--- config.mk ---
export PLATFORM = sky130hd
export DESIGN_NAME = univ_shift_reg
export DESIGN_NICKNAME = d
export VERILOG_FILES = /design/src/rtl/univ_shift_reg.sv
export SDC_FILE = /design/constraint.sdc
export NUM_CORES = 1
export LEC_CHECK = 0
export CAP_MARGIN = 5
export CORE_ASPECT_RATIO = 0.5
export CORE_MARGIN = 2
export CORE_UTILIZATION = 49
export DETAILED_ROUTE_END_ITERATION = 8
export HOLD_SLACK_MARGIN = 0.12
export PLACE_DENSITY = 0.92
export SYNTH_ARGS = -nofsm -noshare
export SYNTH_HDL_FRONTEND = slang
export SYNTH_SLANG_ARGS = --single-unit
--- constraint.sdc ---
create_clock -name clk -period 2 [get_ports clk]
set_clock_uncertainty 0.2 [all_clocks]
set_input_delay 0.4 -clock clk [delete_from_list [all_inputs] [get_ports clk]]
set_output_delay 0.4 -clock clk [all_outputs]
set_load 0.01 [all_outputs]
--- src/rtl/univ_shift_reg.sv ---
// Universal shift register with hold/load/shift/rotate/clear modes and an
// LSB-first serialiser that circulates dout through WIDTH right-rotations.
module univ_shift_reg #(
    parameter int               WIDTH   = 16,
    parameter logic [WIDTH-1:0] RST_VAL = '0
) (
    input  logic             clk,
    input  logic             rst,
    input  logic [2:0]       mode,
    input  logic [WIDTH-1:0] din,
    input  logic             sin,
    input  logic             start,
    output logic [WIDTH-1:0] dout,
    output logic             sout,
    output logic             busy,
    output logic             done
);

    localparam int              CNT_W = $clog2(WIDTH) + 1;
    localparam logic [CNT_W-1:0] LAST = CNT_W'(WIDTH - 1);

    localparam logic [2:0] MODE_HOLD  = 3'b000;
    localparam logic [2:0] MODE_LOAD  = 3'b001;
    localparam logic [2:0] MODE_SHL   = 3'b010;
    localparam logic [2:0] MODE_SHR   = 3'b011;
    localparam logic [2:0] MODE_ROL   = 3'b100;
    localparam logic [2:0] MODE_ROR   = 3'b101;
    localparam logic [2:0] MODE_CLR   = 3'b110;
    localparam logic [2:0] MODE_RSVD  = 3'b111;

    typedef enum logic {IDLE, SHIFT} state_t;

    state_t           state;
    logic [CNT_W-1:0] cnt;

    // NOTE: all state is updated with non-blocking assignments so every
    // register samples the pre-edge values of the others.
    always_ff @(posedge clk) begin
        if (rst) begin
            state <= IDLE;
            dout  <= RST_VAL;
            cnt   <= '0;
            busy  <= 1'b0;
            done  <= 1'b0;
        end else begin
            done <= 1'b0;
            case (state)
                IDLE: begin
                    if (start) begin
                        dout  <= din;
                        cnt   <= '0;
                        busy  <= 1'b1;
                        state <= SHIFT;
                    end else begin
                        case (mode)
                            MODE_HOLD, MODE_RSVD: ;
                            MODE_LOAD: dout <= din;
                            MODE_SHL:  dout <= {dout[WIDTH-2:0], sin};
                            MODE_SHR:  dout <= {sin, dout[WIDTH-1:1]};
                            MODE_ROL:  dout <= {dout[WIDTH-2:0], dout[WIDTH-1]};
                            MODE_ROR:  dout <= {dout[0], dout[WIDTH-1:1]};
                            MODE_CLR:  dout <= '0;
                        endcase
                    end
                end
                SHIFT: begin
                    // WIDTH right-rotations bring dout back to the captured word.
                    dout <= {dout[0], dout[WIDTH-1:1]};
                    cnt  <= cnt + 1'b1;
                    if (cnt == LAST) begin
                        state <= IDLE;
                        busy  <= 1'b0;
                        done  <= 1'b1;
                    end
                end
            endcase
        end
    end

    assign sout = busy & dout[0];

endmodule

==> results by group, run 1 <==
Drt
  • Via density: 6.13
  • DR WL/cell: roughly 19 um
  • Pre-Repair DR Iteration Count: 4
  • Detailed-route via count: 1,668
  • DRC violations left: 0
  • WL final: 5070 um
  • ANT nets after route: 0
  • Initial DRC count: 139

Critical path
  • CP delay by family, top: buffers and inverters
  • Critical path's slowest cell: clkdlybuf4s50_1
  • Flop2flop setup slack: 0.36 ns
  • Startpoint types: flip-flop
  • CP endpoint: sout
  • Setup CP Type: flip-flop to primary output
  • Worst-path fanout max: 6
  • Worst Reg-to-Reg Cells: 5
  • Crit. End Element: primary output
  • Crit path from: dout[0]
  • Crit-path cells: and2_1 > clkdlybuf4s50_1
  • Crit path largest cell delay: between 0.5 and 0.6 ns
  • R2R Path End: dout[12]
  • Worst path depth: 2
  • CP Buf/Inv Count: 1
  • Crit path DAT: roughly 1.4 ns
  • CP required: 1.40 ns
  • Reg2reg start: state

Final layout
  • Post-route cell area: 0.00236 mm2
  • FF/Latch Area: 482 um2
  • Synthesis-to-layout area growth: 42.3%
  • Layout cells sized above 1: 24.1%
  • Final nets: about 260
  • Fillers: 206
  • # diodes: 0
  • Area occupied by multi-input gates: 0.00112 mm2

Timing
  • Final Max Slew Viols: 0
  • Max-slew headroom: 61.5%
  • Final setup margin: 0.0467 ns
  • Final Critical Period: 1.95 ns
  • Fmax: 512 MHz
  • Final Hold Fails: 0
  • Worst-margin pin slew: 0.575 ns
  • Final worst-path cycle share: roughly 100%
  • Unrepaired setup endpoints after global routing: false
  • Final setup viols: 0

Place
  • Dpl hpwl: 3280 um
  • Setup WS pre-CTS: -0.309 ns
  • RePlAce Congestion: between 0.8 and 0.9
  • Port bufs: 41
  • Cell Area, Placed: 0.00221 mm2

CTS
  • H-tree depth: 1
  • Post-CTS setup buffer count: 0
  • CTS Sinks: 24
  • Clock root buffer: clkbuf_8
  • Hold_buf cts: 0
  • Clock-pin slew on the worst setup and hold paths: 0.08 ns
  • Cts bufs inserted: 3
  • Clock buffer depth: 2
  • Skew-Pair Late Insertion Delay: 0.28 ns
  • CTS tree: done

Synth
  • Synth cell types: 38
  • Syn avg cell area: 8.95 um2
  • Register area share after synthesis: between 20% and 30%
  • Post-Syn Nets: 210
  • FF+latch count, synth: 24
  • Synth Cell Area: 0.00166 mm2
  • Post-Synthesis Cells: about 190
  • Ys Warns: 0

Power
  • Cell Pwr Density: approximately 560 mW/mm2
  • Sequential fraction of design power: 43.0%
  • Switching Fraction: 32.9%
  • Pleak: a little over 0.0009 uW
  • Max rail drop VDD: between 0.0003 and 0.0004 V
  • Internal Pwr Total: between 800 and 900 uW
  • Combinational share of power: 33.8%
  • Share of total power in the clock network: between 20% and 30%
  • Switch Pwr: 432 uW
  • Design Power: 1310 uW

Global route
  • Largest net degree at the start of global routing: 39
  • Antenna violations before repair: 0
  • Global route total overflow: 0
  • GRT Total Usage: 25.6%
  • Vias in the first global route: 1,587
  • First-pass GRT wire length: around 7700 um

Die
  • Die Ht: 45.1 um
  • Die width: 86.2 um
  • Die area: 0.00389 mm2
  • Initial Util: a little over half
  • I/O pins: 42
  • Core region area: 0.00312 mm2
  • Rows: 14

Status
  • Status: completed

Worst hold path
  • Hold path depth: 2
  • HP Class: flip-flop to flip-flop

Run
  • Max Cap Violations: 0
## synthesized netlist by cell type, drive strengths merged
cell type,count,area [um2]
a22oi,2,15.0
a221oi,1,8.76
inv,4,15.0
nor2,24,90.1
nand2b,1,6.26
o21a,1,8.76
mux2i,15,150
nor4,1,6.26
o41ai,14,198
and2,1,6.26
o21ai,3,15.0
o31a,1,8.76
or3,1,6.26
nor3,2,10.0
a31oi,1,6.26
dfxtp,24,480
nand2,3,11.3
xnor2,2,36.3
a2111oi,1,8.76
a311o,1,10.0
nor3b,2,15.0
nor2b,1,6.26
and3,2,12.5
o31ai,14,110
clkbuf,11,41.3
nand3b,18,135
o221ai,1,8.76
a311oi,1,8.76
nand3,1,5.00
ha,2,25.0
o21bai,1,7.51
buf,9,87.6
a21oi,19,95.1
## cell usage in the layout (no fill, tap or decap), drive strengths merged, types with 3 or more instances in the layout
master,Yosys,final
xnor2,2,3
nor2,24,24
nand2,3,3
inv,4,4
dfxtp,24,24
nand3b,18,18
buf,9,22
clkbuf,11,3
mux2i,15,15
a21oi,19,19
o41ai,14,14
clkdlybuf4s50,0,39
o21ai,3,3
o31ai,14,14
## kinds of logic after synthesis
| family | Yosys count | share of synthesized area (%) |
|---|---|---|
| simple gates | 57 | 18.7 |
| xor+xnor | 2 | 2.19 |
| mux | 15 | 9.07 |
| flops | 24 | 29.0 |
| buf+inv | 24 | 8.69 |
| fa+ha+maj | 2 | 1.51 |
| compound gates | 61 | 30.8 |
## power by group through the flow
stage / sequential (uW) / combinational (uW) / clock, uW
after floorplan: 576 / 209 / 0
after global placement: 571 / 384 / 0
after detailed placement: 573 / 403 / 0
after CTS: 563 / 407 / 301
after global routing: 570 / 473 / 323
final: 565 / 444 / 305
## registers in the layout, indices dropped and copies added, names as in the netlist
name   count
done       1
dout      16
busy       1
cnt        5
state      1
## tightest hold or removal path, delay by kind of cell (launching register included)
| kind | cells | cell delay (ns) |
|---|---|---|
| simple gates | 1 | 0.08 |
| flops | 1 | 0.35 |
| compound gates | 1 | 0.07 |
## through the flow
step	TNS (ns)	cells	hold WS, ns	util, %
6_report	0	272	0.340	75.6
5_1_grt	0	272	0.364	75.6
4_1_cts	0	270	0.340	72.3
3_5_place_dp	-3.90	267	0.315	70.8
3_3_place_gp	-2.86	267	0.285	70.8
2_1_floorplan	0	185	0.266	-
## routing by layer
| layer | routed length (um) | track usage (%) | up-vias |
|---|---|---|---|
| met2 | 2420 | 44.0 | 64 |
| met3 | 306 | 5.85 | 15 |
| li1 | - | - | 792 |
| met1 | 2190 | 31.4 | 797 |
| met4 | 151 | 12.5 | 0 |
| met5 | 0 | 0 | - |
## what timing repair did
item	CTS	global route
pin swaps	0	2
endpoints found under the setup margin	2	16
cloned	0	2
gates resized for setup	2	20
## worst min path at each step
stage                        end  slack [ns]  startpoint
final                       busy        0.34        busy
after detailed placement    busy        0.32        busy
after global routing      cnt[2]        0.36      cnt[2]
after global placement    cnt[2]        0.28      cnt[2]
after floorplan           cnt[2]        0.27      cnt[2]
after CTS                   busy        0.34        busy
## final cells by class
cell class	count	area share, %
timing repair buffer	63	27.5
tap	40	2.12
sequential	24	20.4
clock buffer	3	1.75
multi-input combinational	138	47.5
inverter	4	0.637
(Power assumes the default switching activity.)
==> inputs of run 2 (changes only) <==
Settings changed: RECOVER_POWER set to 25.
==> run 2 against run 1 <==
Compared with the run above:
- die area unchanged
- design area decreased by 0.16%
- maximum frequency about the same
- largest power group unchanged
==> results by group, run 2 (synthesis results as in run 1) <==
Power
  • Switching Fraction: 32.9%
  • Switch Pwr: 431 uW
  • Max rail drop VDD: 0.000304 V
  • Internal Pwr Total: between 800 and 900 uW
  • Combinational share of power: 33.7%
  • Cell Pwr Density: 557 mW/mm2
  • Sequential fraction of design power: 43.1%
  • Share of total power in the clock network: 23.1%
  • Pleak: 0.000933 uW

Critical path
  • Critical path's slowest cell: clkdlybuf4s50_1
  • Worst Reg-to-Reg Cells: 5
  • Setup CP Type: input pin to flip-flop
  • Crit. End Element: flip-flop
  • CP required: approximately 2 ns
  • Flop2flop setup slack: 0.34 ns
  • Reg2reg start: state
  • Worst-path fanout max: 17
  • Crit-path cells: clkdlybuf4s50_1 > buf_4 > nor3_1 > o21a_2 > buf_12 > o41ai_2
  • Crit path largest cell delay: 0.49 ns
  • Startpoint types: input pin
  • Crit path DAT: 1.93 ns
  • R2R Path End: dout[12]

CTS
  • Post-CTS setup buffer count: 0
  • Hold_buf cts: 0
  • Clock buffer depth: 2
  • Clock root buffer: clkbuf_8
  • H-tree depth: 1
  • Skew-Pair Late Insertion Delay: 0.28 ns
  • CTS tree: done
  • Cts bufs inserted: 3
  • CTS Sinks: 24
  • Clock-pin slew on the worst setup and hold paths: roughly 0.080 ns

Drt
  • WL final: 5080 um
  • Pre-Repair DR Iteration Count: 4
  • Via density: a little over 6
  • DRC violations left: 0
  • ANT nets after route: 0
  • Initial DRC count: 145
  • DR WL/cell: 18.7 um
  • Detailed-route via count: approximately 1,700

Final layout
  • Most frequent cells in the layout: clkdlybuf4s50_1 (37), nor2_1 (24), dfxtp_1 (23), nand3b_1 (18), mux2i_1 (15)
  • Synthesis-to-layout area growth: 42.1%
  • Reg with most FFs: dout
  • Largest registers: dout x16, cnt x5
  • Area occupied by multi-input gates: ~0.0011 mm2
  • Layout cells sized above 1: around a quarter
  • Leading cell type in the layout, fill and taps excluded: clkdlybuf4s50_1
  • Fillers: 207
  • Max reg flops: 16
  • FF/Latch Area: 482 um2
  • # diodes: 0
  • Final nets: ~260
  • Core Util, Final: between 70 and 80%
  • Post-route cell area: 0.00235 mm2

Die
  • I/O pins: 42
  • Die area: 0.00389 mm2
  • Core region area: 0.00312 mm2
  • Rows: 14
  • Die width: 86.2 um
  • Die Ht: between 40 and 50 um
  • Initial Util: 53.1%

Timing
  • Final Critical Period: 1.95 ns
  • Final setup viols: 0
  • Unrepaired setup endpoints after global routing: false
  • Worst-margin pin slew: 0.567 ns
  • Max-slew headroom: 62.0%
  • Final Hold Fails: 0
  • Final worst-path cycle share: 97.6%
  • Fmax: 512 MHz
  • Hold WS: 0.345 ns
  • Final Max Slew Viols: 0

Worst hold path
  • Worst hold endpoint: busy
  • Hold path depth: 2
  • HP Class: flip-flop to flip-flop
  • Min-delay src: busy

Status
  • Status: completed

Global route
  • Grt met3 use: 5.85%
  • Global routing's busiest layer: met2
  • Met2 usage: 44.0%
  • Global route total overflow: 0
  • Met1 Use GR: 31.4%
  • Largest net degree at the start of global routing: 39
  • Vias in the first global route: 1,587
  • GRT Total Usage: 25.6%
  • Antenna violations before repair: 0
  • First-pass GRT wire length: 7670 um

Place
  • Port bufs: just over 40
  • Cell Area, Placed: 0.00221 mm2
  • Dpl hpwl: 3280 um
  • RePlAce Congestion: 0.879

Run
  • Max Cap Violations: 0
==> run 2: how the worst max path moves through the flow <==
stage                       start       end  slack, ns
after floorplan           mode[2]  dout[10]       0.24
after global placement    mode[2]   dout[9]      -0.20
after detailed placement  mode[2]  dout[12]      -0.31
after CTS                 mode[2]   dout[2]      0.006
after global routing      mode[0]   dout[3]      0.002
final                     mode[0]   dout[2]       0.05
==> run 2: final cells by class <==
class	instances	area share [%]
Inverter	4	0.638
Tap cell	40	2.13
Multi-Input combinational cell	138	47.6
Clock buffer	3	1.76
Timing Repair Buffer	63	27.4
Sequential cell	24	20.5
==> run 2: critical path: cells and delay by family <==
family,cells,cell delay [ns]
simple gates,1,0.07
buf+inv,3,0.85
compound gates,2,0.60
==> run 2: per-layer routing <==
layer | vias up | routed length [um]
li1 | 794 | -
met5 | - | 0
met3 | 13 | 243
met4 | 0 | 134
met2 | 60 | 2430
met1 | 814 | 2280
==> run 2: timing repair <==
action                                  CTS  global route
gates resized for setup                   2            20
endpoints found under the setup margin    2            16
pin swaps                                 0             2
gates cloned                              0             2
==> run 2: power by group through the flow <==
stage,clock [uW],sequential (uW),combinational (uW)
floorplan,0,576,209
global placement,0,571,384
global route,323,570,471
detailed placement,0,573,403
finish,303,565,442
CTS,301,563,407
==> run 2: through the flow <==
stage / setup TNS [ns] / worst slack (ns) / power, uW / instances
5_1_grt: 0 / 0.00154 / 1360 / 272
4_1_cts: 0 / 0.00583 / 1270 / 270
6_report: 0 / 0.0482 / 1310 / 272
3_3_place_gp: -2.86 / -0.199 / 956 / 267
2_1_floorplan: 0 / 0.240 / 786 / 185
3_5_place_dp: -3.90 / -0.309 / 976 / 267
